`src/rtl/up_down_counter_mod.sv`:
```
// Parametrised up/down counter with runtime modulus, parallel load and wrap/saturate mode.
// Wrap pulses are registered alongside count so they line up with the wrapped value.
module up_down_counter_mod #(
    parameter int WIDTH    = 4,
    parameter int SATURATE = 0,
    parameter int RST_VAL  = 0
) (
    input  logic             clk,
    input  logic             rst,
    input  logic             en,
    input  logic             up_down,
    input  logic             load,
    input  logic [WIDTH-1:0] load_val,
    input  logic [WIDTH-1:0] max_val,
    output logic [WIDTH-1:0] count,
    output logic             wrap_up,
    output logic             wrap_dn,
    output logic             at_max,
    output logic             at_min
);

    localparam logic [WIDTH-1:0] RST_CNT = WIDTH'(RST_VAL);
    localparam bit               SAT     = (SATURATE != 0);

    // Limit compares are done on the current value so count+1 never overflows into the result.
    logic above_max;
    logic below_max;
    logic is_zero;

    assign above_max = (count > max_val);
    assign below_max = (count < max_val);
    assign is_zero   = (count == '0);

    always_ff @(posedge clk) begin
        if (!rst) begin
            count   <= RST_CNT;
            wrap_up <= 1'b0;
            wrap_dn <= 1'b0;
        end else begin
            wrap_up <= 1'b0;
            wrap_dn <= 1'b0;
            if (load) begin
                count <= (load_val > max_val) ? max_val : load_val;
            end else if (en) begin
                if (up_down) begin
                    if (below_max) begin
                        count <= count + 1'b1;
                    end else if (SAT) begin
                        count <= max_val;
                    end else begin
                        count   <= '0;
                        wrap_up <= 1'b1;
                    end
                end else begin
                    // A count stranded above a lowered limit is pulled back without a pulse.
                    if (above_max) begin
                        count <= max_val;
                    end else if (!is_zero) begin
                        count <= count - 1'b1;
                    end else if (!SAT) begin
                        count   <= max_val;
                        wrap_dn <= 1'b1;
                    end
                end
            end
        end
    end

    assign at_max = !below_max;
    assign at_min = is_zero;

endmodule

```
`config.mk`:
```
export PLATFORM = sky130hd
export DESIGN_NAME = up_down_counter_mod
export DESIGN_NICKNAME = d
export VERILOG_FILES = /design/src/rtl/up_down_counter_mod.sv
export SDC_FILE = /design/constraint.sdc
export NUM_CORES = 1
export LEC_CHECK = 0
export ABC_CLOCK_PERIOD_IN_PS = 2400
export CAP_MARGIN = 20
export CORE_MARGIN = 2
export CORE_UTILIZATION = 48
export CTS_CLUSTER_SIZE = 12
export DETAILED_ROUTE_END_ITERATION = 16
export GPL_TIMING_DRIVEN = 0
export PLACE_DENSITY = 0.89
export REMOVE_ABC_BUFFERS = 1
export SYNTH_ARGS = -nofsm -noshare
export SYNTH_HDL_FRONTEND = slang
export SYNTH_SLANG_ARGS = --single-unit
```
`constraint.sdc`:
```
create_clock -name clk -period 2.4 [get_ports clk]
set_clock_uncertainty 0.2 [all_clocks]
set_input_delay 0.36 -clock clk [delete_from_list [all_inputs] [get_ports clk]]
set_output_delay 0.36 -clock clk [all_outputs]
set_load 0.02 [all_outputs]
```
# After elaboration in Yosys (flattened, before gate mapping)
# Cells that the tools add are included.
[totals]
latchBits = 0
word_cells = 25
mem_count = 0
register_bits = 6
inputBits = 13
mem_bits_ro = 0
ram_bits = 0
output_inout_bits = 8
[classes]
n_eq_ne = 0
add_sub_neg = 2
reduce_logical = 5
shift = 0
order_cmp = 3
mux = 9
bitwise = 3
n_mul = 0
div = 0
[ops]
columns = ["operator", "count"]
rows = [
  ["2-to-1 mux 4 bit", 7],
  ["greater-than comparator 4 bit", 2],
  ["OR reduction 5 bit", 1],
  ["adder 4 x 1 -> 4 bit, second input constant", 1],
  ["zero test 4 bit", 1],
  ["less-than comparator 4 bit", 1],
  ["OR reduction 4 bit", 1],
  ["subtractor 4 x 1 -> 4 bit, second input constant", 1],
  ["NOT 1 bit", 3],
  ["2-to-1 mux 1 bit", 2],
  ["nonzero test 2 bit", 1],
  ["zero test 1 bit", 1],
]

# Longest topological paths before layout
# Gate-level depths: netlist (run 1).
[depth]
word_depth = 6
ltp_mapped = 7
mapped_depth_nobuf = 7

# Least setup slack after synthesis (run 1)
# OpenSTA, ideal clock, no wires.
[synth_timing]
kind = "reg-to-reg"
startpoint = "register count[3]"
endpoint = "register count[3]"
setup_slack_ns = 0.299
setup_ns = 0.078
t_arrival_ns = 1.823
required_ns = 2.122
path_stages_with_launch = 7
path_buffers = 0
cell_sequence = "dfxtp_1 -> ha_1 -> a21o_1 -> nor2_2 -> a21oi_2 -> a221o_1 -> a32oi_1"
[synth_between]
elab_chain_len = 6
word_cells_on_any_way = 11
classes_between = "add/sub: 2; order compare: 2; mux: 6; reduce/logical: 1"
[synth_rtl]
columns = ["element", "line", "source"]
rows = [
  ["start: declaration", "15", "output logic [WIDTH-1:0] count,"],
  ["start signal: assignment", "43", "count <= (load_val > max_val) ? max_val : load_val;"],
  ["start signal: assignment", "47", "count <= count + 1'b1;"],
  ["start signal: assignment", "49", "count <= max_val;"],
  ["subtractor 4 x 1 -> 4 bit / zero test 4 bit (equally long branches)", "59, 32", ""],
  ["2-to-1 mux 4 bit", "58", "end else if (!is_zero) begin"],
  ["2-to-1 mux 4 bit", "56", "if (above_max) begin"],
  ["2-to-1 mux 4 bit (*)", "45", "if (up_down) begin"],
  ["2-to-1 mux 4 bit (*)", "44", "end else if (en) begin"],
  ["2-to-1 mux 4 bit (*)", "42", "if (load) begin"],
]
# Every way passes the cells marked *; elsewhere a longest branch is shown, timed or not. The select of a mux whose other input is x is not followed.
# A chain may end at the register's enable or synchronous reset.

# Worst setup path in the final report (run 1)
[layout_timing]
startpoint = "input port max_val[0]"
endpoint = "register count[3]"
[layout_between]
elab_chain_len = 5
word_cells_on_any_way = 9
classes_between = "order compare: 3; mux: 6"
[layout_rtl]
columns = ["element", "line", "source"]
rows = [
  ["start: declaration", "14", "input logic [WIDTH-1:0] max_val,"],
  ["greater-than comparator 4 bit / less-than comparator 4 bit (equally long branches)", "30, 31", ""],
  ["2-to-1 mux 4 bit (on tied branches)", "56, 46", ""],
  ["2-to-1 mux 4 bit", "45", ""],
  ["2-to-1 mux 4 bit", "44", ""],
  ["2-to-1 mux 4 bit (*)", "42", ""],
  ["end signal: assignment", "43", ""],
  ["end signal: assignment", "47", ""],
  ["end signal: assignment", "57", "count <= max_val;"],
]
# Marked as above.

==> run summary, run 1 <==
initial antenna violation count - 0
Core Area - 1540 um^2
post-DP HPWL - 1800 um
status - finished clean
crit path capture type - flip-flop
Final Hold Viols - 0
Synth Area in Compound Gates - 27.1%
worst path required time - 2.34 ns
synth unique cells - 45
Worst-path clk slew - 0.04 ns
adder-cell share of the synthesized area - 15.5%
predominant post-synthesis flop cell - dfxtp_1
Crit Reg-Reg Endpoint - count[3]
# hold bufs at CTS - 0
Max Cap Viol - 0
Setup crit start kind - input pin
sw frac - 41.5%
P_leak - 0.445 nW
Final period util - 98.7%
Area after DPL - 1000 um^2
Die W - 45.0 um
pwr/cell area - 491 nW/um^2
Die Ht - 45.0 um
synth warn - 0
average size of a mapped cell - 7.92 um^2
unrepaired setup endpoints after global routing - no
Initial Util - 52.4%
synth top area cells - ha_1 15%, dfxtp_1 15%, mux2i_1 5.0%
Logic pwr share - 57.6%
origin of the critical flop-to-flop path - count[1]
detailed-router iteration count before antenna repair - 4
Wirelength per Cell - 16.1 um
Endpoint, Worst Hold - count[1]
mux share of post-synthesis cell area - 4.95%
first-pass GRT wire length - 3770 um
PnR worst setup slack - 0.0303 ns
final std cells w/o fill - 138
ys async rst share - 0%
min cycle time layout - 2.37 ns
post-route cell area - 1080 um^2
grt ovf - 0
EDFF count, synth - 0
XOR/XNOR Fraction of Synth Area - 3.25%
largest family of logic cells by synthesized area - simple AND/OR/NAND/NOR gates
nets@finish - 147
CP Launch Point - max_val[0]
DRT iter0 DRCs - 38
reg2reg path depth - 6
net switching power - 0.220 mW
slew margin rel. - 68.0%
Root Buffer - clkbuf_4
share of power burned in registers - 25.9%
Tightest Pin Transition - 0.478 ns
total number of vias - 883
Fillers - 134
CTS tree - built
area share of and/or/nand/nor cells after synthesis - 27.6%
Hold Startpoint - max_val[1]
FF+latch area - 120 um^2
cell with the most instances after synthesis - ha_1
cell taking the most area after synthesis - ha_1
fraction of layout cells with a size suffix above 1 - 19.7%
Peak Freq - 422 MHz
Placer Congestion - 0.888
Post-Route WL - 2220 um
hold_ws - 0.405 ns
die area - 2030 um^2
vias in the first global route - 848
setup violators final - 0
Final Max Tran Viols - 0
n_diodes - 0
Commonest cells post-synth - 10 x ha_1, 7 x inv_1, 7 x nand2_1, 7 x nor2_1
row cnt - 14
Overall Global Routing Usage - 24.9%
clk sinks - 6
IO buf count - 20
worst-skew pair later-pin latency - 0.24 ns
Critical Path AT - 2.30 ns
hold depth - 3
Placed Cells - 134
Max Root-Sink Buffers - 2
Multi-input gate area - 684 um^2
Int Power - 0.310 mW
Synth Instances - 102
Area Overhead vs Synth - 33.4%
Worst Hold Class - in2reg
pre-CTS WS - -0.663 ns
Cell Area, Synth - 808 um^2
clock share of power - 16.5%
DRC - 0
num ports - 21
Seq/Total Area, Yosys - 14.9%
top cell type's share of synthesized area - 15.5%
R2R Setup Slk - 0.06 ns
largest net degree at the start of global routing - 15
antenna viol nets, final - 0
total CTS buffers - 3
CP Class - in2reg
Avg Vias per Cell - 6.40
#FFs+latches synth - 6
VDD IR-drop max - 0.385 mV
H-tree depth - 1
worst-path maximum fanout - 4
## power by group through the flow
stage / registers [mW] / logic (mW) / clock network (mW)
4_1_cts: 0.137 / 0.297 / 0.0939
2_1_floorplan: 0.142 / 0.173 / 0
6_report: 0.137 / 0.305 / 0.0875
3_5_place_dp: 0.137 / 0.283 / 0
5_1_grt: 0.139 / 0.331 / 0.0987
3_3_place_gp: 0.136 / 0.272 / 0
## final cells by class
| class | instances | share of cell area (%) |
|---|---|---|
| multi-input combinational | 84 | 63.5 |
| timing repair buffer | 21 | 18.7 |
| sequential | 6 | 11.1 |
| inverter | 8 | 2.78 |
| clock buffer | 3 | 2.09 |
| tap | 16 | 1.86 |
## flip-flops by register name, summed over array words and instances (netlist names)
register / flops
wrap_up: 1
wrap_dn: 1
count: 4
## logic make-up (layout without fill, tap and decap cells)
logic type,after synthesis,count (layout)
mux,4,4
xor+xnor,3,3
compound gates,28,28
fa+ha+maj,10,10
simple gates,39,39
buf+inv,12,32
flops,6,6
## through the flow
step	setup TNS (ns)	power [mW]	util (%)
2_1_floorplan	0	0.315	-
3_3_place_gp	-1.24	0.408	65.1
3_5_place_dp	-1.53	0.419	65.1
4_1_cts	0	0.528	69.4
5_1_grt	0	0.569	70.0
6_report	0	0.530	70.0
## how the worst max path moves through the flow
stage,endpoint,cells after the start
3_3_place_gp,at_max,8
3_5_place_dp,at_max,8
6_report,count[3],8
4_1_cts,count[2],8
5_1_grt,count[3],8
2_1_floorplan,count[3],6
## placed cells by master (no fill, tap or decap), types with 2 or more instances in the layout
master,instances
clkdlybuf4s50_1,16
nand2_1,7
ha_1,7
nor2_1,6
a21oi_1,6
dfxtp_1,6
inv_1,5
nor3_1,5
nand4_1,4
mux2i_1,4
inv_2,3
o21ai_0,3
clkbuf_4,3
dlygate4sd2_1,3
nand2b_1,2
xnor2_1,2
o211ai_1,2
nand3_1,2
a31oi_1,2
nor2_2,2
ha_4,2
buf_4,2
## worst max-delay path, stage by stage
cell,delay (ns)
clkdlybuf4s50_1,0.51
ha_1,0.25
nor2b_2,0.14
o211a_1,0.23
buf_4,0.13
o21ai_1,0.12
a221o_1,0.33
a32oi_1,0.23
## routing by layer
metal / up-vias / track usage [%] / wire length [um]
met2: 34 / 40.9 / 1110
li1: 425 / - / -
met5: - / 0 / 0
met1: 420 / 31.5 / 964
met3: 4 / 7.20 / 118
met4: 0 / 7.06 / 29
## repair_timing
item | CTS | global route
buffers inserted | 1 | 0
pin swaps | 5 | 0
endpoints found under the setup margin | 3 | 3
gates resized for setup | 15 | 3
No activity file was read; power rests on OpenSTA's default activity.
==> inputs of run 2 (changes only) <==
--- a/config.mk
+++ b/config.mk
@@ -13,6 +13,7 @@
 export DETAILED_ROUTE_END_ITERATION = 16
 export GPL_TIMING_DRIVEN = 0
 export PLACE_DENSITY = 0.89
+export RECOVER_POWER = 50
 export REMOVE_ABC_BUFFERS = 1
 export SYNTH_ARGS = -nofsm -noshare
 export SYNTH_HDL_FRONTEND = slang
==> run summary, run 2 (synthesis gave the netlist of run 1 again) <==
status - finished clean
Placed Cells - 134 (unchanged)
# hold bufs at CTS - 0 (unchanged)
DRC - 0 (unchanged)
Post-Route WL - 2210 um (-0.41%)
post-route cell area - 1080 um^2 (unchanged)
Max Cap Viol - 0 (unchanged)
total number of vias - 883 (unchanged)
worst setup path end - count[3]
reg2reg path depth - 6 (unchanged)
max reg flops - 4 (unchanged)
hold depth - 3 (unchanged)
Power Total - 0.527 mW (-0.48%)
Fillers - 134 (unchanged)
final std cells w/o fill - 138 (unchanged)
Placer Congestion - 0.888 (unchanged)
Worst Hold Class - in2reg
min cycle time layout - 2.37 ns (+0.00362 ns)
Max Root-Sink Buffers - 2 (unchanged)
Int Power - 0.308 mW (-0.60%)
worst path required time - 2.33 ns (about the same)
Final Hold Viols - 0 (unchanged)
net switching power - 0.219 mW (-0.30%)
commonest cells after routing, fill and taps aside - 12 x clkdlybuf4s50_1, 7 x nand2_1, 7 x ha_1
vias in the first global route - 848 (unchanged)
nets@finish - 147 (unchanged)
Peak Freq - 421 MHz (-0.15%)
fraction of layout cells with a size suffix above 1 - 19.7% (unchanged)
commonest non-fill, non-tap cell in the layout - clkdlybuf4s50_1
CP Class - in2reg
Top Registers - count: 4 flops, wrap_dn: 1 flops, wrap_up: 1 flops
VDD IR-drop max - 0.384 mV (-0.12%)
antenna viol nets, final - 0 (unchanged)
slew margin rel. - 68.2% (+0.16 points)
clk sinks - 6 (unchanged)
CTS tree - built
die area - 2030 um^2 (unchanged)
Root Buffer - clkbuf_4
pwr/cell area - 489 nW/um^2 (-0.48%)
share of power burned in registers - 26.0% (about the same)
worst-path maximum fanout - 4 (unchanged)
worst-skew pair later-pin latency - 0.24 ns (about the same)
Critical Path AT - 2.31 ns (about the same)
Core Area - 1540 um^2 (unchanged)
Setup crit start kind - input pin
detailed-router iteration count before antenna repair - 4 (unchanged)
row cnt - 14 (unchanged)
setup violators final - 0 (unchanged)
total CTS buffers - 3 (unchanged)
sw frac - 41.5% (+0.074 points)
Wirelength per Cell - 16.0 um (-0.41%)
Crit Reg-Reg Endpoint - count[3]
grt ovf - 0 (unchanged)
num ports - 21 (unchanged)
Largest Register - count
Tightest Pin Transition - 0.476 ns (-0.00245 ns)
CP Launch Point - max_val[0]
Worst-path clk slew - 0.04 ns (about the same)
post-DP HPWL - 1800 um (unchanged)
Logic pwr share - 57.4% (-0.2 points)
largest net degree at the start of global routing - 15 (unchanged)
P_leak - 0.456 nW (+2.5%)
unrepaired setup endpoints after global routing - no
clock share of power - 16.6% (about the same)
Overall Global Routing Usage - 24.9% (unchanged)
IO buf count - 20 (unchanged)
crit path capture type - flip-flop
first-pass GRT wire length - 3770 um (unchanged)
Avg Vias per Cell - 6.40 (unchanged)
Die Ht - 45.0 um (unchanged)
initial antenna violation count - 0 (unchanged)
Die W - 45.0 um (unchanged)
DRT iter0 DRCs - 38 (unchanged)
Initial Util - 52.4% (unchanged)
Final period util - 98.9% (+0.15 points)
origin of the critical flop-to-flop path - count[1]
Area Overhead vs Synth - 33.4% (unchanged)
Area after DPL - 1000 um^2 (unchanged)
H-tree depth - 1 (unchanged)
R2R Setup Slk - 0.06 ns (about the same)
Final Max Tran Viols - 0 (unchanged)
n_diodes - 0 (unchanged)
[run 2: cell types whose count changed in the layout (fill, tap and decap cells not counted), sizes merged]
cell / before / now
clkdlybuf4s50: 16 / 12
dlygate4sd3: 0 / 4
[run 2: power groups by stage]
stage	registers [mW]	clock network [mW]	logic, mW
2_1_floorplan	0.142	0	0.173
3_3_place_gp	0.136	0	0.272
3_5_place_dp	0.137	0	0.283
4_1_cts	0.137	0.0939	0.297
5_1_grt	0.139	0.0987	0.329
6_report	0.137	0.0876	0.303
[run 2: area by class of cell]
type | instances | area [um^2] | share of cell area (%)
Multi-Input combinational cell | 84 | 684 | 63.5
Timing Repair Buffer | 21 | 201 | 18.7
Sequential cell | 6 | 120 | 11.1
Inverter | 8 | 30.0 | 2.78
Clock buffer | 3 | 22.5 | 2.09
Tap cell | 16 | 20.0 | 1.86
[run 2: metrics by stage]
stage	hold WS (ns)	TNS, ns	worst slack, ns	util, %
2_1_floorplan	0.278	0	0.298	-
3_3_place_gp	0.492	-1.24	-0.634	65.1
3_5_place_dp	0.483	-1.53	-0.663	65.1
4_1_cts	0.394	0	0.0111	69.4
5_1_grt	0.410	0	0.00683	70.0
6_report	0.405	0	0.0267	70.0
[run 2: critical path, cell delays in order]
cell and delay (ns):
clkdlybuf4s50_1 0.51, ha_1 0.25, nor2b_2 0.14, o211a_1 0.23
buf_4 0.13, o21ai_1 0.12, a221o_1 0.33, a32oi_1 0.23
[run 2: how the worst min path moves through the flow]
| stage | from | to | slack [ns] |
|---|---|---|---|
| 6_report | max_val[1] | count[1] | 0.41 |
| 5_1_grt | max_val[1] | count[1] | 0.41 |
| 4_1_cts | max_val[1] | count[1] | 0.39 |
| 3_5_place_dp | count[0] | count[0] | 0.48 |
| 3_3_place_gp | count[0] | count[0] | 0.49 |
| 2_1_floorplan | en | wrap_up | 0.28 |
[run 2: layer usage]
layer  up-vias  wire length, um  track usage [%]  part of all wire (%)
met5         -                0                0                     0
met4         0               34             7.06                   1.5
met3         5              114             7.20                   5.2
met2        32             1100             40.9                    50
met1       421              958             31.5                    43
li1        425                -                -                     -
[run 2: timing repair]
| action | CTS | global route |
|---|---|---|
| pin swaps | 5 | 0 |
| endpoints found under the setup margin | 3 | 3 |
| setup buffers | 1 | 0 |
| resized for setup | 15 | 3 |
